**src/rtl/bp_pkg.sv**
```systemverilog
// rtl/bp_pkg.sv - shared branch-predictor types and 2-bit counter encodings
//
// Contents:
//   ctr2_t     2-bit saturating counter type
//   CTR_SNT    strong not-taken (00)
//   CTR_WNT    weak not-taken   (01)
//   CTR_WT     weak taken       (10)
//   CTR_ST     strong taken     (11)
//   CTR_RESET  reset value of every PHT entry (weak not-taken)
package bp_pkg;

    typedef logic [1:0] ctr2_t;

    localparam ctr2_t CTR_SNT   = 2'b00;
    localparam ctr2_t CTR_WNT   = 2'b01;
    localparam ctr2_t CTR_WT    = 2'b10;
    localparam ctr2_t CTR_ST    = 2'b11;
    localparam ctr2_t CTR_RESET = CTR_WNT;

endpackage

```
**src/rtl/sat_ctr2.sv**
```systemverilog
// rtl/sat_ctr2.sv - next-state function of a 2-bit saturating direction counter
//
// Ports:
//   cur    in   current counter value
//   taken  in   resolved branch outcome
//   nxt    out  counter value after training (clamps at CTR_ST / CTR_SNT)
module sat_ctr2
    import bp_pkg::*;
(
    input  ctr2_t cur,
    input  logic  taken,
    output ctr2_t nxt
);

    always_comb begin
        nxt = cur;
        if (taken) begin
            if (cur != CTR_ST) begin
                nxt = cur + 2'd1;
            end
        end else begin
            if (cur != CTR_SNT) begin
                nxt = cur - 2'd1;
            end
        end
    end

endmodule

```
**src/rtl/gshare_predictor.sv**
```systemverilog
// rtl/gshare_predictor.sv - gshare branch predictor: GHR xor PC indexes a PHT of 2-bit counters
//
// Ports:
//   clk, reset                    rising-edge clock, asynchronous active-low reset
//   pc_F, lookup_F, stall_F       fetch-side lookup request
//   predict_taken_F               combinational predicted direction
//   pred_idx_F, pred_ghr_F        index and pre-shift GHR, carried down the pipe to Decode
//   res_valid_D, res_taken_D,
//   res_pred_D, res_idx_D,
//   res_ghr_D                     decode-side resolution of a branch
//   mispredict_D                  combinational mispredict flag
//   branch_cnt, mispred_cnt       wrapping performance counters
module gshare_predictor
    import bp_pkg::*;
#(
    parameter int GHR_BITS = 8,
    parameter int PHT_BITS = 8,
    parameter int PC_LSB   = 2
) (
    input  logic                clk,
    input  logic                reset,
    input  logic [31:0]         pc_F,
    input  logic                lookup_F,
    input  logic                stall_F,
    output logic                predict_taken_F,
    output logic [PHT_BITS-1:0] pred_idx_F,
    output logic [GHR_BITS-1:0] pred_ghr_F,
    input  logic                res_valid_D,
    input  logic                res_taken_D,
    input  logic                res_pred_D,
    input  logic [PHT_BITS-1:0] res_idx_D,
    input  logic [GHR_BITS-1:0] res_ghr_D,
    output logic                mispredict_D,
    output logic [31:0]         branch_cnt,
    output logic [31:0]         mispred_cnt
);

    localparam int PHT_ENTRIES = 1 << PHT_BITS;

    if (GHR_BITS < 1 || GHR_BITS > PHT_BITS) begin : g_bad_params
        $error("gshare_predictor: GHR_BITS must be in 1..PHT_BITS");
    end

    ctr2_t               pht [PHT_ENTRIES];
    logic [GHR_BITS-1:0] ghr_r;
    logic [GHR_BITS-1:0] ghr_spec;
    logic [GHR_BITS-1:0] ghr_repair;
    logic [GHR_BITS-1:0] ghr_next;
    logic [31:0]         branch_cnt_r;
    logic [31:0]         mispred_cnt_r;
    ctr2_t               upd_ctr;
    logic                unused_ok;

    // Only the index slice of the PC matters; the rest is deliberately ignored.
    assign unused_ok = ^pc_F;

    // Lookup: zero-extended GHR folded into the PC slice; read is asynchronous
    // and sees the pre-update counter on a same-cycle collision.
    assign pred_idx_F      = pc_F[PC_LSB +: PHT_BITS] ^ PHT_BITS'(ghr_r);
    assign predict_taken_F = pht[pred_idx_F][1];
    assign pred_ghr_F      = ghr_r;

    assign mispredict_D = res_valid_D & (res_taken_D ^ res_pred_D);

    // With a 1-bit history the shift degenerates to loading the new bit.
    if (GHR_BITS == 1) begin : g_ghr_one
        assign ghr_spec   = predict_taken_F;
        assign ghr_repair = res_taken_D;
    end else begin : g_ghr_wide
        assign ghr_spec   = {ghr_r[GHR_BITS-2:0], predict_taken_F};
        assign ghr_repair = {res_ghr_D[GHR_BITS-2:0], res_taken_D};
    end

    // Repair wins: the fetch-side lookup in a mispredict cycle is being flushed.
    always_comb begin
        ghr_next = ghr_r;
        if (mispredict_D) begin
            ghr_next = ghr_repair;
        end else if (lookup_F && !stall_F) begin
            ghr_next = ghr_spec;
        end
    end

    sat_ctr2 u_upd_ctr (
        .cur   (pht[res_idx_D]),
        .taken (res_taken_D),
        .nxt   (upd_ctr)
    );

    always_ff @(posedge clk or negedge reset) begin
        if (!reset) begin
            for (int i = 0; i < PHT_ENTRIES; i++) begin
                pht[i] <= CTR_RESET;
            end
        end else if (res_valid_D) begin
            pht[res_idx_D] <= upd_ctr;
        end
    end

    always_ff @(posedge clk or negedge reset) begin
        if (!reset) begin
            ghr_r <= '0;
        end else begin
            ghr_r <= ghr_next;
        end
    end

    always_ff @(posedge clk or negedge reset) begin
        if (!reset) begin
            branch_cnt_r  <= '0;
            mispred_cnt_r <= '0;
        end else begin
            if (res_valid_D) begin
                branch_cnt_r <= branch_cnt_r + 32'd1;
            end
            if (mispredict_D) begin
                mispred_cnt_r <= mispred_cnt_r + 32'd1;
            end
        end
    end

    assign branch_cnt  = branch_cnt_r;
    assign mispred_cnt = mispred_cnt_r;

endmodule

```
**config.mk**
```make
export PLATFORM = sky130hd
export DESIGN_NAME = gshare_predictor
export DESIGN_NICKNAME = d
export VERILOG_FILES = /design/src/rtl/bp_pkg.sv /design/src/rtl/sat_ctr2.sv /design/src/rtl/gshare_predictor.sv
export SDC_FILE = /design/constraint.sdc
export NUM_CORES = 1
export LEC_CHECK = 0
export CAP_MARGIN = 20
export CORE_MARGIN = 1.5
export CORE_UTILIZATION = 40
export DETAILED_ROUTE_END_ITERATION = 12
export PLACE_DENSITY = 0.63
export SLEW_MARGIN = 20
export SYNTH_ARGS = -nofsm -noshare
export SYNTH_HDL_FRONTEND = slang
export SYNTH_SLANG_ARGS = --single-unit
```
**constraint.sdc**
```tcl
create_clock -name clk -period 7.3 [get_ports clk]
set_input_delay 1.46 -clock clk [delete_from_list [all_inputs] [get_ports clk]]
set_output_delay 1.46 -clock clk [all_outputs]
set_load 0.1 [all_outputs]
```
## Yosys cells after proc, flatten, opt, wreduce, memory -nomap -nowiden

Cells that the tools add are included.

| operators by class | value |
|---|---|
| $add $sub $neg | 4 |
| $lt $le $gt $ge | 3 |
| equality and inequality tests | 1 |
| mux-type cells | 14 |
| bitwise logic cells | 5 |
| reduce and logical (&&, ||, !) cells | 5 |

Operator list:

| operator | number |
|---|---|
| $bwmux W512 | 1 |
| $add A32 B1 Y32 const B | 2 |
| $bmux W2 S8 | 2 |
| $ge A9 B9 Y1 const B | 2 |
| $not A8 Y9 | 2 |
| $demux W2 S8 | 1 |
| $mux W2 | 8 |
| $mux W8 | 2 |
| $lt A9 B1 Y1 const B | 1 |
| $xor A8 B8 Y8 | 1 |
| $reduce_bool A2 Y1 | 2 |
| $add A2 B1 Y2 const B | 1 |
| $logic_and A1 B1 Y1 | 2 |
| $ne A2 B2 Y1 const B | 1 |
| $sub A2 B1 Y2 const B | 1 |
| $and A1 B1 Y1 | 1 |
| $logic_not A1 Y1 | 1 |
| $xor A1 B1 Y1 | 1 |

| storage, ports and cells | value |
|---|---|
| register bits | 584 |
| input port bits | 55 |
| word-level logic and storage cells | 291 |

## Longest topological paths before layout

Gate-level depths: netlist of run 1.

| logic depth | value |
|---|---|
| word-level depth | 8 |
| depth in mapped cells | 16 |
| depth with buffers taken out | 9 |

## By module

Synthesis of run 1 repeated with hierarchy kept, for this count alone.

| unflattened totals | value |
|---|---|
| cells, all modules | 2152 |
| area total of the unflattened synthesis | 29990.0 um2 |

By module, submodules not included:

| module | instances | cells an instance | area an instance (um2) | sequential area each (um2) |
|---|---|---|---|---|
| gshare_predictor | 1 | 2149 | 29963.7 | 14934.3 |
| sat_ctr2 | 1 | 3 | 26.3 | 0.0 |

## Worst setup path before layout of run 1

No wires, ideal clock.

| timing | value |
|---|---|
| kind | input port to output port |
| from | input port pc_F[3] |
| to | output port predict_taken_F |
| arrival time | 5.182 ns |
| required time | 5.840 ns |
| setup slack | 0.658 ns |
| cell stages on the path | 9 |
| path buffers | 2 |
| cells stage by stage | xor2_1 clkbuf_1 buf_1 mux4_2 nand2_1 nand2_1 a21oi_1 o211ai_1 o311a_1 |

| between the ends | value |
|---|---|
| longest elaborated chain between the ends | 5 |

RTL lines:

| what | RTL line | source |
|---|---|---|
| from (decl) | gshare_predictor.sv:22 | `input logic [31:0] pc_F,` |
| $xor A8 B8 Y8 | gshare_predictor.sv:59 | `assign pred_idx_F = pc_F[PC_LSB +: PHT_BITS] ^ PHT_BITS'(ghr_r);` |
| via pred_idx_F[1] | gshare_predictor.sv:26 | `output logic [PHT_BITS-1:0] pred_idx_F,` |
| $not A8 Y9 (not written as such) | gshare_predictor.sv:60 | `assign predict_taken_F = pht[pred_idx_F][1];` |
| $bmux W2 S8 | gshare_predictor.sv:60 |  |
| $mux W2 (not written as such) (2 in a row) | gshare_predictor.sv:60 |  |
| to (decl) | gshare_predictor.sv:25 | `output logic predict_taken_F,` |

The timed path passes the listed nets, and every way through them passes these cells. The select of a mux whose other input is x is not followed.

## Final worst setup path of run 1

| timing | value |
|---|---|
| from | input port pc_F[2] |
| to | output port predict_taken_F |

| between the ends | value |
|---|---|
| longest elaborated chain between the ends | 5 |

RTL lines:

| what | RTL line |
|---|---|
| $xor A8 B8 Y8 | gshare_predictor.sv:59 |
| $not A8 Y9 (not written as such) | gshare_predictor.sv:60 |
| $bmux W2 S8 | gshare_predictor.sv:60 |
| $mux W2 (not written as such) (2 in a row) | gshare_predictor.sv:60 |

No other way between the ends. The select of a mux whose other input is x is not followed.

==> results_dict.tcl, run 1 <==
set metrics [dict create \
    multiInputGateArea_um2 13720 \
    powerDensity_nw_per_um2 258.8 \
    ys_warn_count 0 \
    peakVddDrop_v 0.0004013 \
    layout_common_cells "nand2_1 (741), o21ai_0 (472), dfrtp_1 (328)" \
    cts-htree-levels 2 \
    vias 23610 \
    crit_chain "clkdlybuf4s50_1 > xor2_4 > buf_4 > mux4_2 > a22oi_1 > a311oi_1 > a211oi_1 > a22oi_1 > o311a_1 > buf_12" \
    grt_pass1_wl_mm 145.7 \
    ios 137 \
    final_layout_size_suffix_gt1_share_pct 21.55 \
    rows 99 \
    fin_crit_ns 6.435 \
    holdWs_ns 0.4654 \
    rsz0062_at_grt "no" \
    start_util_pct 40.38 \
    start_kind "primary input" \
    setup_violations 0 \
    critPathSlowestCell "mux4_2" \
    globalRouteOverflowTotal 0 \
    ys_seq_area_share_pct 50.78 \
    clk_latency_ns 0.65 \
    nNetsFinal 2989 \
    outcome "finished clean" \
    slew_headroom_pct 25.40 \
    grt_usage_pct 25.53 \
    cts_tree "yes" \
    finalHoldViolations 0 \
    ant_nets 0 \
    cts.repair.resized 0 \
    arrival_ns 4.98 \
    max_cap_violations 0 \
    synth_ff_type "dfrtp_1" \
    async_reset_ff_share_pct 100.0 \
    ctsHoldBuffers 0 \
    coreArea_um2 72830 \
    first_global_vias 23170 \
    place.gp.congestion 0.9611 \
    wl_mm 95.44 \
    routedWlPerCell_um 24.21 \
    synth_top_family_by_area "multiplexers" \
    synthSimpleGateAreaFrac_pct 13.83 \
    post_cts_buffers 0 \
    synthDistinctLibCells 67 \
    cts_buffer_depth 3 \
    synthTopCellsByArea "dfrtp_1 (28%), dfstp_2 (23%), mux4_2 (10%)" \
    synth_nets 2923 \
    synth_xor_area_share_pct 2.115 \
    port_buffers 111 \
    post-dp-hpwl_mm 62.27 \
    setup_tns_ns 0 \
    grt_start_max_net_pins 134 \
    clk_pin_slew_ns 0.06 \
    synth_edf_count 0 \
    syn-cell-area_um2 29410 \
    synth_compound_area_share_pct 14.49 \
    synth_top_area_share_pct 27.91 \
    p_leak_uw 0.01326 \
    firstDrtPassIters 6 \
    netlist.top_cell.by_area "dfrtp_1" \
    die-area_um2 75160 \
    crit_top_cell "a22oi_1" \
    die_h_um 274.1 \
    die_w_um 274.1 \
    finClkSkew_ns 0.02095 \
    numCtsBuffers 61 \
    cts_sinks 584 \
    netlist_instances 2866 \
    fill_cells 6628 \
    final_common_cell "nand2_1" \
    end_kind "output port" \
    syn_area_per_cell_um2 10.26 \
    area_growth_pct 15.28 \
    hold_class "flip-flop to flip-flop" \
    fmax_mhz 155.4 \
    antenna_found_initial 1 \
    cp_max_fo 22 \
    crit_required_ns 5.84 \
    viasPerCell 5.987 \
    synthAdderAreaFrac_pct 0.1617 \
    root_buffer "clkbuf_16" \
    drt_iter0_drc 2632 \
    synth.area.mux_share_pct 15.27 \
    crit_type "primary input to output port" \
    crit_path_max_incr_delay_ns 0.63 \
    ys_ff_latch 584 \
    fin_crit_sh_pct 88.15 \
    ff_latch_area_um2 14930 \
    drv_slew 0 \
    drc_errors 0 \
    diodes 0 \
    worstMarginPinSlew_ns 1.115 \
    final_util_pct 46.55 \
]
## state kept, by name, indices dropped and copies added (netlist names)
register / count
branch_cnt: 32
pred_ghr_F: 8
mispred_cnt: 32
pht: 512
## final cells by class
cell class / instances / area share (%)
Clock buffer: 90 / 5.326
Clock inverter: 25 / 0.7381
Inverter: 20 / 0.2214
Multi-Input combinational cell: 2067 / 40.47
Sequential cell: 584 / 44.05
Tap cell: 959 / 3.539
Timing Repair Buffer: 198 / 5.658
## kinds of logic (layout without fill, tap and decap cells)
| kind of cell | Yosys count | in the layout |
|---|---|---|
| XOR/XNOR | 71 | 71 |
| buffers and inverters | 215 | 333 |
| AND/OR/NAND/NOR | 978 | 978 |
| flip-flops | 584 | 584 |
| adder cells (fa/ha/maj) | 4 | 4 |
| multiplexers | 282 | 282 |
| AO/OA/AOI/OAI | 732 | 732 |
## routing by layer
layer  global-route usage, %  up-vias  routed length, um
li1                        -    10410                  -
met1                   35.56    11900              39940
met2                   38.84     1094              43000
met4                   10.27        0               3881
met5                       0        -                  0
met3                   5.421      205               8622
## metrics by stage
stage                     setup slack [ns]  total power [uW]  cell area (um^2)  instances
after CTS                           0.8762              8791             33870       3941
final                               0.8649              8773             33900       3943
after floorplan                     0.6576              4889             29410       2866
after global routing                0.6927              9057             33900       3943
after detailed placement            0.9031              5576             31820       3826
after global placement              0.8521              5540             31810       3826
## power by group
part,switching [uW],leakage [uW],internal [uW],total [uW]
sequential,162,0.00715,3480,3640
combinational,1340,0.00510,569,1910
clock,1370,0.00101,1850,3220
total,2870,0.0133,5900,8770
## critical path, delay by kind of cell
kind                      cells  cell delay (ns)
muxes                         1             0.63
AOI/OAI and AO/OA             5             1.32
buffers and inverters         3             1.31
xor gates and xnor gates      1             0.22
## synthesized netlist by cell type (5+ instances only)
master	instances
a2111oi_0	6
a211oi_1	8
a21oi_1	68
a22o_1	11
a22oi_1	39
a31oi_1	34
and2_1	5
and3_1	17
and4_1	7
buf_1	5
buf_2	35
buf_4	8
buf_6	14
clkbuf_1	133
dfrtp_1	328
dfstp_2	256
inv_1	19
mux2i_1	147
mux4_2	133
nand2_1	741
nand3_1	41
nand4_1	28
nor2_1	80
nor2b_1	9
nor3_1	16
nor4_1	5
o2111ai_1	5
o211ai_1	6
o21ai_0	472
o221ai_1	12
o22ai_1	14
o31ai_1	18
o31ai_2	17
or3_1	5
xnor2_1	48
xor2_1	23
## worst paths after layout
path                       cells after the start  slack (ns)       startpoint         endpoint
max                                           10        0.86          pc_F[2]  predict_taken_F
min                                            1        0.47  mispred_cnt[31]  mispred_cnt[31]
max reg2reg                                    9        3.30         pht[329]          pht[96]
min reg2reg                                    1        0.47  mispred_cnt[31]  mispred_cnt[31]
max in group asynchronous                      2        4.83            reset         pht[241]
min in group asynchronous                      1        0.87            reset   branch_cnt[19]
Power figures use the tool's default switching activity.
==> inputs of run 2 (changes only) <==
- CAP_MARGIN: 20 -> 10
==> run 2 against run 1 <==
- non-clock buffer count down 1
- global-route usage unchanged
- power about the same
- critical path depth unchanged
- maximum frequency about the same
- critical endpoint unchanged
- largest cell class unchanged
- largest power group unchanged
==> results_dict.tcl, run 2 (synthesized netlist as in run 1, its figures left out) <==
set metrics [dict create \
    outcome "finished clean" \
    setup_violations 0 \
    crit_path_max_incr_delay_ns 0.63 \
    routedWlPerCell_um 24.27 \
    crit_type "primary input to output port" \
    crit_top_cell "a22oi_1" \
    fmax_mhz 155.3 \
    crit_required_ns 5.84 \
    post_cts_buffers 0 \
    finalNonFillerCells 3942 \
    hold_class "flip-flop to flip-flop" \
    cp_max_fo 22 \
    wl_mm 95.66 \
    ios 137 \
    firstDrtPassIters 9 \
    port_buffers 111 \
    end_kind "output port" \
    regMostFlops "pht" \
    final_util_pct 46.54 \
    vias 23550 \
    ctsHoldBuffers 0 \
    cts_sinks 584 \
    crit_chain "clkdlybuf4s50_1 > xor2_4 > buf_4 > mux4_2 > a22oi_1 > a311oi_1 > a211oi_1 > a22oi_1 > o311a_1 > buf_12" \
    finClkSkew_ns 0.01806 \
    place.gp.congestion 0.9611 \
    drv_slew 0 \
    die-area_um2 75160 \
    ff_latch_area_um2 14930 \
    layout_common_cells "nand2_1 (741), o21ai_0 (472), dfrtp_1 (328)" \
    worstMarginPinSlew_ns 1.144 \
    p_leak_uw 0.01326 \
    drt_iter0_drc 2514 \
    start_kind "primary input" \
    root_buffer "clkbuf_16" \
    critPathTopFamily "buffers and inverters" \
    finalHoldViolations 0 \
    rsz0062_at_grt "no" \
    globalRouteOverflowTotal 0 \
    grt_usage_pct 25.53 \
    diodes 0 \
    clk_latency_ns 0.65 \
    clk_pin_slew_ns 0.06 \
    powerDensity_nw_per_um2 258.9 \
    viasPerCell 5.974 \
    critPathSlowestCell "mux4_2" \
    cts_tree "yes" \
    fin_crit_ns 6.441 \
    grt_pass1_wl_mm 145.7 \
    numCtsBuffers 61 \
    start_util_pct 40.38 \
    worst-path-buf-inv 3 \
    max_cap_violations 0 \
    final_common_cell "nand2_1" \
    post-dp-hpwl_mm 62.27 \
    ant_nets 0 \
    cts_buffer_depth 3 \
    final_layout_size_suffix_gt1_share_pct 21.52 \
    peakVddDrop_v 0.0004012 \
    antenna_found_initial 1 \
    multiInputGateArea_um2 13720 \
    setup_tns_ns 0 \
    fill_cells 6626 \
    grt_start_max_net_pins 134 \
    slew_headroom_pct 23.30 \
    first_global_vias 23170 \
    arrival_ns 4.98 \
    final_area_um2 33900 \
    coreArea_um2 72830 \
    drc_errors 0 \
    area_growth_pct 15.26 \
    cts-htree-levels 2 \
    die_h_um 274.1 \
    cts.repair.resized 0 \
    nNetsFinal 2988 \
    fin_crit_sh_pct 88.23 \
    holdWs_ns 0.4654 \
    dp.cells 3826 \
    die_w_um 274.1 \
    rows 99 \
    post_dp_cell_area_um2 31820 \
    largest_register_ffs 512 \
]
## run 2: changes by cell type in the layout (fill, tap and decap cells not counted)
| cell | delta |
|---|---|
| buf_4 | -1 |
## run 2: power breakdown
part / internal, uW / switching (uW)
Sequential: 3480 / 163
Clock: 1850 / 1360
Combinational: 569 / 1350
## run 2: metrics by stage
stage | setup WS (ns) | power [uW]
5_1_grt | 0.6927 | 9057
6_report | 0.8591 | 8774
3_3_place_gp | 0.8521 | 5540
4_1_cts | 0.8762 | 8791
3_5_place_dp | 0.9031 | 5576
2_1_floorplan | 0.6576 | 4889
## run 2: per-layer routing
metal | vias up | GRT usage [%] | wire, um
met5 | - | 0 | 0
met4 | 0 | 10.27 | 3913
met3 | 224 | 5.421 | 9031
met2 | 1139 | 38.84 | 42930
met1 | 11790 | 35.56 | 39790
li1 | 10400 | - | -
## run 2: final cells by class
type	count	share of cell area [%]
sequential	584	44.06
multi-input combinational	2067	40.48
timing repair buffer	197	5.637
clock buffer	90	5.327
tap	959	3.540
clock inverter	25	0.7383
inverter	20	0.2215
## run 2: final timing paths
check,startpoint,endpoint,slack [ns],depth (start not counted)
hold / removal,mispred_cnt[31],mispred_cnt[31],0.47,1
setup / recovery,pc_F[2],predict_taken_F,0.86,10
setup reg to reg,pht[329],pht[96],3.30,9
max in group asynchronous,reset,pht[241],4.82,2
min in group asynchronous,reset,branch_cnt[19],0.86,1
hold reg to reg,mispred_cnt[31],mispred_cnt[31],0.47,1
## run 2: worst reg2reg max path, stage by stage, from the launching register on
cell and delay, ns:
dfrtp_1 0.41, mux4_2 0.51, a221oi_1 0.49, and3_1 0.30, a21oi_1 0.09, o21ai_0 0.36
and4_1 0.31, maj3_4 0.72, buf_12 0.49, o21ai_0 0.23
